<file path="config.mk">
export PLATFORM = sky130hd
export DESIGN_NAME = lcd1602_bus_receiver
export DESIGN_NICKNAME = d
export VERILOG_FILES = /design/src/rtl/lcd1602_pkg.sv /design/src/rtl/lcd1602_ddram.sv /design/src/rtl/lcd1602_bus_receiver.sv
export SDC_FILE = /design/constraint.sdc
export NUM_CORES = 1
export LEC_CHECK = 0
export ABC_AREA = 1
export BUFFER_PORTS_ARGS = -buffer_cell sky130_fd_sc_hd__buf_2
export CAP_MARGIN = 5
export CORE_MARGIN = 4
export CORE_UTILIZATION = 57
export CTS_CLUSTER_DIAMETER = 150
export CTS_CLUSTER_SIZE = 24
export DETAILED_ROUTE_END_ITERATION = 10
export PLACE_DENSITY_LB_ADDON = 0.05
export SETUP_SLACK_MARGIN = 0.4
export SKIP_CTS_REPAIR_TIMING = 1
export SLEW_MARGIN = 20
export SYNTH_ARGS = -nofsm -noshare
export SYNTH_HDL_FRONTEND = slang
export SYNTH_SLANG_ARGS = --single-unit
export TNS_END_PERCENT = 50
</file>
<file path="constraint.sdc">
create_clock -name clk -period 3.4 [get_ports clk]
set_clock_uncertainty 0.2 [all_clocks]
set_input_delay 0.68 -clock clk [delete_from_list [all_inputs] [get_ports clk]]
set_output_delay 0.68 -clock clk [all_outputs]
set_load 0.03 [all_outputs]
</file>
<file path="src/rtl/lcd1602_pkg.sv">
// Shared constants, transaction types and FSM states for the HD44780 bus receiver.
package lcd1602_pkg;
    localparam int         LINE_LEN   = 40;
    localparam logic [7:0] CHAR_SPACE = 8'h20;
    localparam logic [6:0] LINE2_BASE = 7'h40;
    localparam logic [6:0] LINE1_LAST = 7'h27;
    localparam logic [6:0] LINE2_LAST = 7'h67;

    localparam int BIT_SET_DDRAM = 7;
    localparam int BIT_SET_CGRAM = 6;
    localparam int BIT_FUNC_SET  = 5;
    localparam int BIT_SHIFT     = 4;
    localparam int BIT_DISP_CTRL = 3;
    localparam int BIT_ENTRY     = 2;
    localparam int BIT_HOME      = 1;
    localparam int BIT_CLEAR     = 0;

    typedef enum logic [1:0] {
        ST_IDLE,
        ST_EXEC,
        ST_CLEAR
    } state_t;

    typedef struct packed {
        logic       rs;
        logic       rw;
        logic [7:0] data;
    } bus_txn_t;

    typedef struct packed {
        logic       rs;
        logic [7:0] data;
    } cmd_t;

    // Address counter walks 0x00-0x27 then 0x40-0x67 and wraps between the two lines.
    function automatic logic [6:0] addr_step(input logic [6:0] addr, input logic inc);
        logic [6:0] nxt;
        if (inc) begin
            if (addr == LINE1_LAST)      nxt = LINE2_BASE;
            else if (addr == LINE2_LAST) nxt = 7'h00;
            else                         nxt = addr + 7'd1;
        end else begin
            if (addr == 7'h00)           nxt = LINE2_LAST;
            else if (addr == LINE2_BASE) nxt = LINE1_LAST;
            else                         nxt = addr - 7'd1;
        end
        return nxt;
    endfunction

    function automatic logic [6:0] addr_fix(input logic [6:0] addr);
        logic [6:0] fixed;
        if (addr > LINE1_LAST && addr < LINE2_BASE) fixed = LINE2_BASE;
        else if (addr > LINE2_LAST)                 fixed = 7'h00;
        else                                        fixed = addr;
        return fixed;
    endfunction

    function automatic logic [6:0] addr_to_lin(input logic [6:0] addr);
        logic [6:0] lin;
        if (addr >= LINE2_BASE) lin = addr - LINE2_BASE + 7'(LINE_LEN);
        else                    lin = addr;
        return lin;
    endfunction
endpackage

</file>
<file path="src/rtl/lcd1602_ddram.sv">
// Simple dual-port display RAM: one write port, one registered read port (read-before-write).
module lcd1602_ddram #(
    parameter int DEPTH = 80,
    parameter int AW    = $clog2(DEPTH)
) (
    input  logic          clk,
    input  logic          reset,
    input  logic          we,
    input  logic [AW-1:0] waddr,
    input  logic [7:0]    wdata,
    input  logic [AW-1:0] raddr,
    output logic [7:0]    rdata
);
    logic [7:0] mem [DEPTH];

    // Contents survive reset on purpose, like the real panel.
    always_ff @(posedge clk) begin
        if (we) mem[waddr] <= wdata;
    end

    always_ff @(posedge clk or negedge reset) begin
        if (!reset) rdata <= 8'h00;
        else        rdata <= mem[raddr];
    end
endmodule

</file>
<file path="src/rtl/lcd1602_bus_receiver.sv">
// Shadow model of an HD44780 panel driven over the 8-bit rs/rw/e bus: DDRAM, address counter and mode flags.
module lcd1602_bus_receiver #(
    parameter int SYNC_STAGES = 2,
    parameter int LINE_LEN    = 40,
    parameter int VIS_COLS    = 16,
    parameter int CLR_CYCLES  = 80
) (
    input  logic                        clk,
    input  logic                        reset,
    input  logic                        lcd_e,
    input  logic                        lcd_rs,
    input  logic                        lcd_rw,
    input  logic [7:0]                  lcd_data,
    input  logic                        rd_row,
    input  logic [$clog2(VIS_COLS)-1:0] rd_col,
    output logic [7:0]                  rd_data,
    output logic [6:0]                  addr_cnt,
    output logic [5:0]                  shift_ofs,
    output logic                        disp_on,
    output logic                        cur_on,
    output logic                        blink_on,
    output logic                        entry_inc,
    output logic                        entry_shift,
    output logic                        func_8bit,
    output logic                        func_2line,
    output logic                        busy,
    output logic                        cmd_pulse,
    output logic                        char_pulse,
    output logic                        rd_ignored,
    output logic                        overrun
);
    import lcd1602_pkg::*;

    localparam int BUS_W = 11;

    logic [BUS_W-1:0] sync_q [SYNC_STAGES];
    logic             e_sync, e_prev_q, e_fall;
    bus_txn_t         sync_txn, cap_q;
    logic             cap_v_q, cap_write;

    state_t     state_q, state_d;
    cmd_t       cur_q, cur_d, pend_q, pend_d;
    logic       pend_v_q, pend_v_d;
    logic [6:0] clr_cnt_q;
    logic       exec_char, exec_cmd, cmd_clear, cmd_home, clr_last;

    logic       mem_we;
    logic [6:0] mem_waddr, mem_raddr, col_sum, col_lin;
    logic [7:0] mem_wdata;

    function automatic logic [5:0] shift_step(input logic [5:0] ofs, input logic right);
        logic [5:0] nxt;
        if (right) nxt = (ofs == 6'(LINE_LEN - 1)) ? 6'd0 : ofs + 6'd1;
        else       nxt = (ofs == 6'd0) ? 6'(LINE_LEN - 1) : ofs - 6'd1;
        return nxt;
    endfunction

    assign e_sync   = sync_q[SYNC_STAGES-1][BUS_W-1];
    assign sync_txn = sync_q[SYNC_STAGES-1][BUS_W-2:0];
    assign e_fall   = e_prev_q && !e_sync;

    // Bus is asynchronous to clk; data is sampled on the synchronized E falling edge.
    always_ff @(posedge clk or negedge reset) begin
        if (!reset) begin
            for (int i = 0; i < SYNC_STAGES; i++) sync_q[i] <= '0;
            e_prev_q <= 1'b0;
            cap_q    <= '0;
            cap_v_q  <= 1'b0;
        end else begin
            sync_q[0] <= {lcd_e, lcd_rs, lcd_rw, lcd_data};
            for (int i = 1; i < SYNC_STAGES; i++) sync_q[i] <= sync_q[i-1];
            e_prev_q <= e_sync;
            cap_v_q  <= e_fall;
            if (e_fall) cap_q <= sync_txn;
        end
    end

    assign cap_write  = cap_v_q && !cap_q.rw;
    assign rd_ignored = cap_v_q && cap_q.rw;

    assign exec_char = (state_q == ST_EXEC) && cur_q.rs;
    assign exec_cmd  = (state_q == ST_EXEC) && !cur_q.rs;
    assign cmd_clear = cur_q.data == (8'd1 << BIT_CLEAR);
    assign cmd_home  = (cur_q.data >> BIT_HOME) == 8'd1;
    assign clr_last  = (state_q == ST_CLEAR) && (clr_cnt_q == 7'(CLR_CYCLES - 1));

    always_ff @(posedge clk or negedge reset) begin
        if (!reset) begin
            state_q   <= ST_IDLE;
            cur_q     <= '0;
            pend_q    <= '0;
            pend_v_q  <= 1'b0;
            clr_cnt_q <= 7'd0;
        end else begin
            state_q   <= state_d;
            cur_q     <= cur_d;
            pend_q    <= pend_d;
            pend_v_q  <= pend_v_d;
            clr_cnt_q <= (state_q == ST_CLEAR) ? clr_cnt_q + 7'd1 : 7'd0;
        end
    end

    // A pending entry always wins over a fresh capture, which then takes over the slot.
    always_comb begin
        state_d  = state_q;
        cur_d    = cur_q;
        pend_d   = pend_q;
        pend_v_d = pend_v_q;
        overrun  = 1'b0;
        case (state_q)
            ST_IDLE: begin
                if (pend_v_q) begin
                    cur_d    = pend_q;
                    state_d  = ST_EXEC;
                    pend_v_d = cap_write;
                    if (cap_write) pend_d = '{rs: cap_q.rs, data: cap_q.data};
                end else if (cap_write) begin
                    cur_d   = '{rs: cap_q.rs, data: cap_q.data};
                    state_d = ST_EXEC;
                end
            end
            ST_EXEC:  state_d = (exec_cmd && cmd_clear) ? ST_CLEAR : ST_IDLE;
            ST_CLEAR: if (clr_last) state_d = ST_IDLE;
            default:  state_d = ST_IDLE;
        endcase
        if (state_q != ST_IDLE && cap_write) begin
            if (pend_v_q) begin
                overrun = 1'b1;
            end else begin
                pend_v_d = 1'b1;
                pend_d   = '{rs: cap_q.rs, data: cap_q.data};
            end
        end
    end

    // Instructions decode by their highest set bit.
    always_ff @(posedge clk or negedge reset) begin
        if (!reset) begin
            addr_cnt    <= 7'h00;
            shift_ofs   <= 6'd0;
            disp_on     <= 1'b0;
            cur_on      <= 1'b0;
            blink_on    <= 1'b0;
            entry_inc   <= 1'b1;
            entry_shift <= 1'b0;
            func_8bit   <= 1'b1;
            func_2line  <= 1'b1;
        end else if (clr_last) begin
            addr_cnt  <= 7'h00;
            shift_ofs <= 6'd0;
            entry_inc <= 1'b1;
        end else if (exec_char) begin
            addr_cnt <= addr_step(addr_cnt, entry_inc);
            if (entry_shift) shift_ofs <= shift_step(shift_ofs, entry_inc);
        end else if (exec_cmd) begin
            if (cur_q.data[BIT_SET_DDRAM]) begin
                addr_cnt <= addr_fix(cur_q.data[6:0]);
            end else if (cur_q.data[BIT_SET_CGRAM]) begin
                addr_cnt <= addr_cnt;
            end else if (cur_q.data[BIT_FUNC_SET]) begin
                func_8bit  <= cur_q.data[4];
                func_2line <= cur_q.data[3];
            end else if (cur_q.data[BIT_SHIFT]) begin
                if (cur_q.data[3]) shift_ofs <= shift_step(shift_ofs, cur_q.data[2]);
                else               addr_cnt  <= addr_step(addr_cnt, cur_q.data[2]);
            end else if (cur_q.data[BIT_DISP_CTRL]) begin
                disp_on  <= cur_q.data[2];
                cur_on   <= cur_q.data[1];
                blink_on <= cur_q.data[0];
            end else if (cur_q.data[BIT_ENTRY]) begin
                entry_inc   <= cur_q.data[1];
                entry_shift <= cur_q.data[0];
            end else if (cur_q.data[BIT_HOME]) begin
                addr_cnt  <= 7'h00;
                shift_ofs <= 6'd0;
            end
        end
    end

    assign busy       = (state_q == ST_CLEAR) || (exec_cmd && cmd_home);
    assign cmd_pulse  = exec_cmd;
    assign char_pulse = exec_char;

    assign mem_we    = exec_char || (state_q == ST_CLEAR);
    assign mem_waddr = (state_q == ST_CLEAR) ? clr_cnt_q : addr_to_lin(addr_cnt);
    assign mem_wdata = (state_q == ST_CLEAR) ? CHAR_SPACE : cur_q.data;

    // Visible column is rotated by the display shift within its 40-byte line.
    assign col_sum   = 7'(rd_col) + 7'(shift_ofs);
    assign col_lin   = (col_sum >= 7'(LINE_LEN)) ? col_sum - 7'(LINE_LEN) : col_sum;
    assign mem_raddr = rd_row ? col_lin + 7'(LINE_LEN) : col_lin;

    lcd1602_ddram #(
        .DEPTH (2 * LINE_LEN)
    ) u_ddram (
        .clk   (clk),
        .reset (reset),
        .we    (mem_we),
        .waddr (mem_waddr),
        .wdata (mem_wdata),
        .raddr (mem_raddr),
        .rdata (rd_data)
    );
endmodule

</file>
==> summary.txt <==
worst r2r src - shift_ofs[0]
largest net degree at the start of global routing - 92
reg-to-reg slack, setup - -0.02 ns
# port buffers - 50
EDFF count, synth - 640
initial antenna violation count - 1
vias per cell - 6.09
Area Growth Syn to Fin - 13.9%
Max Transition Viols Final - 0
final period utilization - 101%
CTS Buffer Depth - 3
Placement Cell Area - 32800 um2
Seq/Total Area, Yosys - 71.3%
Die Area - 56600 um2
worst vdd ir - 0.000904 V
first-pass GRT wire length - 118000 um
Finish-stage setup viols - 1
#FFs+latches synth - 730
RSZ-0062 raised after global routing - yes
CP max FO - 8
top cells by area, synth - edfxtp_1 64%, o21ai_0 7.2%, dfrtp_1 7.2%
Layout fillers - 3976
WS Path Type - reg -> reg
Mapped Area - 30100 um2
grt ovf - 0
Total Power - 29.5 mW
final non-filler cell area - 34300 um2
CTS Buf Count - 36
Std-Cell Rows - 84
Setup crit start kind - register
Initial DRC Count - 2441
Static Leak - 12.0 nW
register area - 21500 um2
relative slew slack - 32.5%
Final min period - 3.42 ns
fraction of registers with async set/reset - 12.3%
Hold EP - sync_q[16]
Cell Pwr Density - 858 nW/um2
PnR worst setup slack - -0.0237 ns
DIE HEIGHT - 238 um
clock root buffer - clkbuf_16
DRT Pass-1 Iters - 5
Critical Path End Type - register
Yosys Warn Count - 0
boundary pin count - 51
Synth area leader - edfxtp_1
Synth Net Count - 2531
Tightest Pin Transition - 1.01 ns
core area - 52400 um2
final hold vios - 0
post-DP HPWL - 47600 um
post-layout util - 65.5%
Layout Nets - 2709
TritonCTS clock tree - yes
number of global-route vias before repair - 19460
CP Data Arrival Time - 3.70 ns
Antenna Cells - 0
post-synthesis average cell area - 12.1 um2
Routed Antenna Nets - 0
Critical path origin - shift_ofs[0]
hold depth - 1
FF-to-FF path depth - 24
hold crit path type - in -> reg
GRT Resource Usage Total - 27.1%
clk_lat worst skew - 0.59 ns
hold path start - lcd_data[5]
commonest non-fill, non-tap cell in the layout - edfxtp_1
top_reg_cell synth - edfxtp_1
setup TNS - -0.0237 ns
WL per Instance - 23.2 um
FMAX - 0.292 GHz
final routed DRC violation total - 0
routability cong. - 0.932
most frequent cells in the layout - 640 x edfxtp_1, 452 x nor2_1, 423 x o21ai_0, 196 x nand2_1, 192 x buf_4
layout cell share with drive strength beyond 1 - 16.1%
Max-Cap Viols - 0
Gate Count Post-Synth - 2498
reg-to-reg endpoint - u_ddram.rdata[5]
Synth top area share - 63.8%
Starting Density - 57.5%
post-synthesis cell type count - 51
DR vias - 20641
Die Width - 238 um
Worst-path clk slew - 0.10 ns
Worst Path Required - 3.68 ns
failing checks - negative setup slack
footprint of the multi-input gates - 8120 um2
CTS HTree Levels - 2
status - finished, violations left
Routed WL - 78700 um
Num Clock Sinks - 730
## per-stage QoR
stage / setup WS (ns) / hold slack, ns / instances
after floorplan: -0.334 / 0.131 / 2498
after global placement: -0.521 / 0.133 / 3306
after detailed placement: -0.519 / 0.136 / 3306
after CTS: -0.120 / -0.0551 / 3370
after global routing: -0.195 / 0.00188 / 3390
final: -0.0237 / 0.0126 / 3390
## report_power, final
group / total (mW) / switching [mW] / internal, mW
Combinational: 13.1 / 8.92 / 4.17
Sequential: 11.6 / 0.317 / 11.2
Clock: 4.81 / 2.73 / 2.09
## cells by family (layout without fill, tap and decap cells)
| kind of cell | Yosys count | in the layout | share of synthesized area (%) |
|---|---|---|---|
| DFF | 730 | 730 | 71.3 |
| AOI/OAI and AO/OA | 677 | 678 | 13.1 |
| and+or+nand+nor | 822 | 822 | 11.3 |
| xor gates and xnor gates | 13 | 13 | 0.403 |
| buffers and inverters | 241 | 444 | 3.27 |
| adders and majority gates | 15 | 15 | 0.648 |
## flip-flops by register name, summed over array words and instances, names as in the netlist
name,flops
u_ddram.rdata,8
u_ddram.mem,640
state_q,2
e_prev_q,1
pend_q,9
pend_v_q,1
entry_inc,1
cur_on,1
shift_ofs,6
sync_q,21
clr_cnt_q,7
cap_v_q,1
disp_on,1
addr_cnt,7
e_sync,1
blink_on,1
entry_shift,1
cap_q,10
func_8bit,1
cur_q,9
func_2line,1
## cell usage after synthesis (2+ instances only)
master,instances
a21boi_0,2
a21oi_1,15
a31oi_1,5
buf_1,5
buf_2,20
buf_6,7
clkbuf_1,112
clkinv_1,5
dfrtp_1,87
dfstp_2,3
edfxtp_1,640
ha_1,14
inv_1,84
inv_2,7
nand2_1,210
nand2_2,12
nand2_4,4
nand3_1,101
nand3_2,3
nand3_4,4
nand4_1,5
nor2_1,467
nor2_2,2
nor3_1,8
o211ai_1,21
o21ai_0,436
o21ai_1,16
o221ai_1,83
o22ai_1,85
o311ai_0,2
o32ai_1,2
or2_2,2
xnor2_1,3
xor2_1,9
## worst max path at each step
| stage | slack [ns] | end | depth (start not counted) |
|---|---|---|---|
| after floorplan | -0.33 | u_ddram.mem[0][0] | 4 |
| after global placement | -0.52 | u_ddram.rdata[0] | 15 |
| after detailed placement | -0.52 | u_ddram.rdata[7] | 15 |
| after CTS | -0.12 | u_ddram.rdata[7] | 14 |
| after global routing | -0.19 | u_ddram.rdata[5] | 24 |
| final | -0.02 | u_ddram.rdata[5] | 24 |
## cell type report
class | instances | area share, %
clock buffer | 63 | 2.98
tap | 688 | 2.51
clock inverter | 1 | 0.0474
timing repair buffer | 284 | 7.18
multi-input combinational | 1528 | 23.6
sequential | 730 | 62.5
inverter | 96 | 1.09
## layer usage
metal	wire, um	vias up	track usage, %	share of wire, %
met5	13	-	0	0.017
met4	1860	2	6.05	2.4
met3	5680	124	4.18	7.2
met2	37800	777	44.1	48
met1	33400	10270	39.5	42
li1	-	9468	-	-
## critical path, cell delays in order, from the launching register on
cell and delay (ns):
dfrtp_1 0.41, ha_4 0.16, inv_2 0.03, fa_4 0.45, inv_4 0.09, nand3_4 0.07, nand2_2 0.09, nand2_2 0.05
nand2_2 0.07, inv_2 0.05, ha_4 0.16, inv_2 0.06, nand3_4 0.12, nand3_4 0.14, nand2_4 0.07, nand2_4 0.07
ha_4 0.20, nor2_4 0.17, a31oi_4 0.06, buf_12 0.16, buf_12 0.14, nand3_2 0.09, nand3_2 0.08, nand3_2 0.09
nand2_1 0.05
Power figures use the tool's default switching activity.
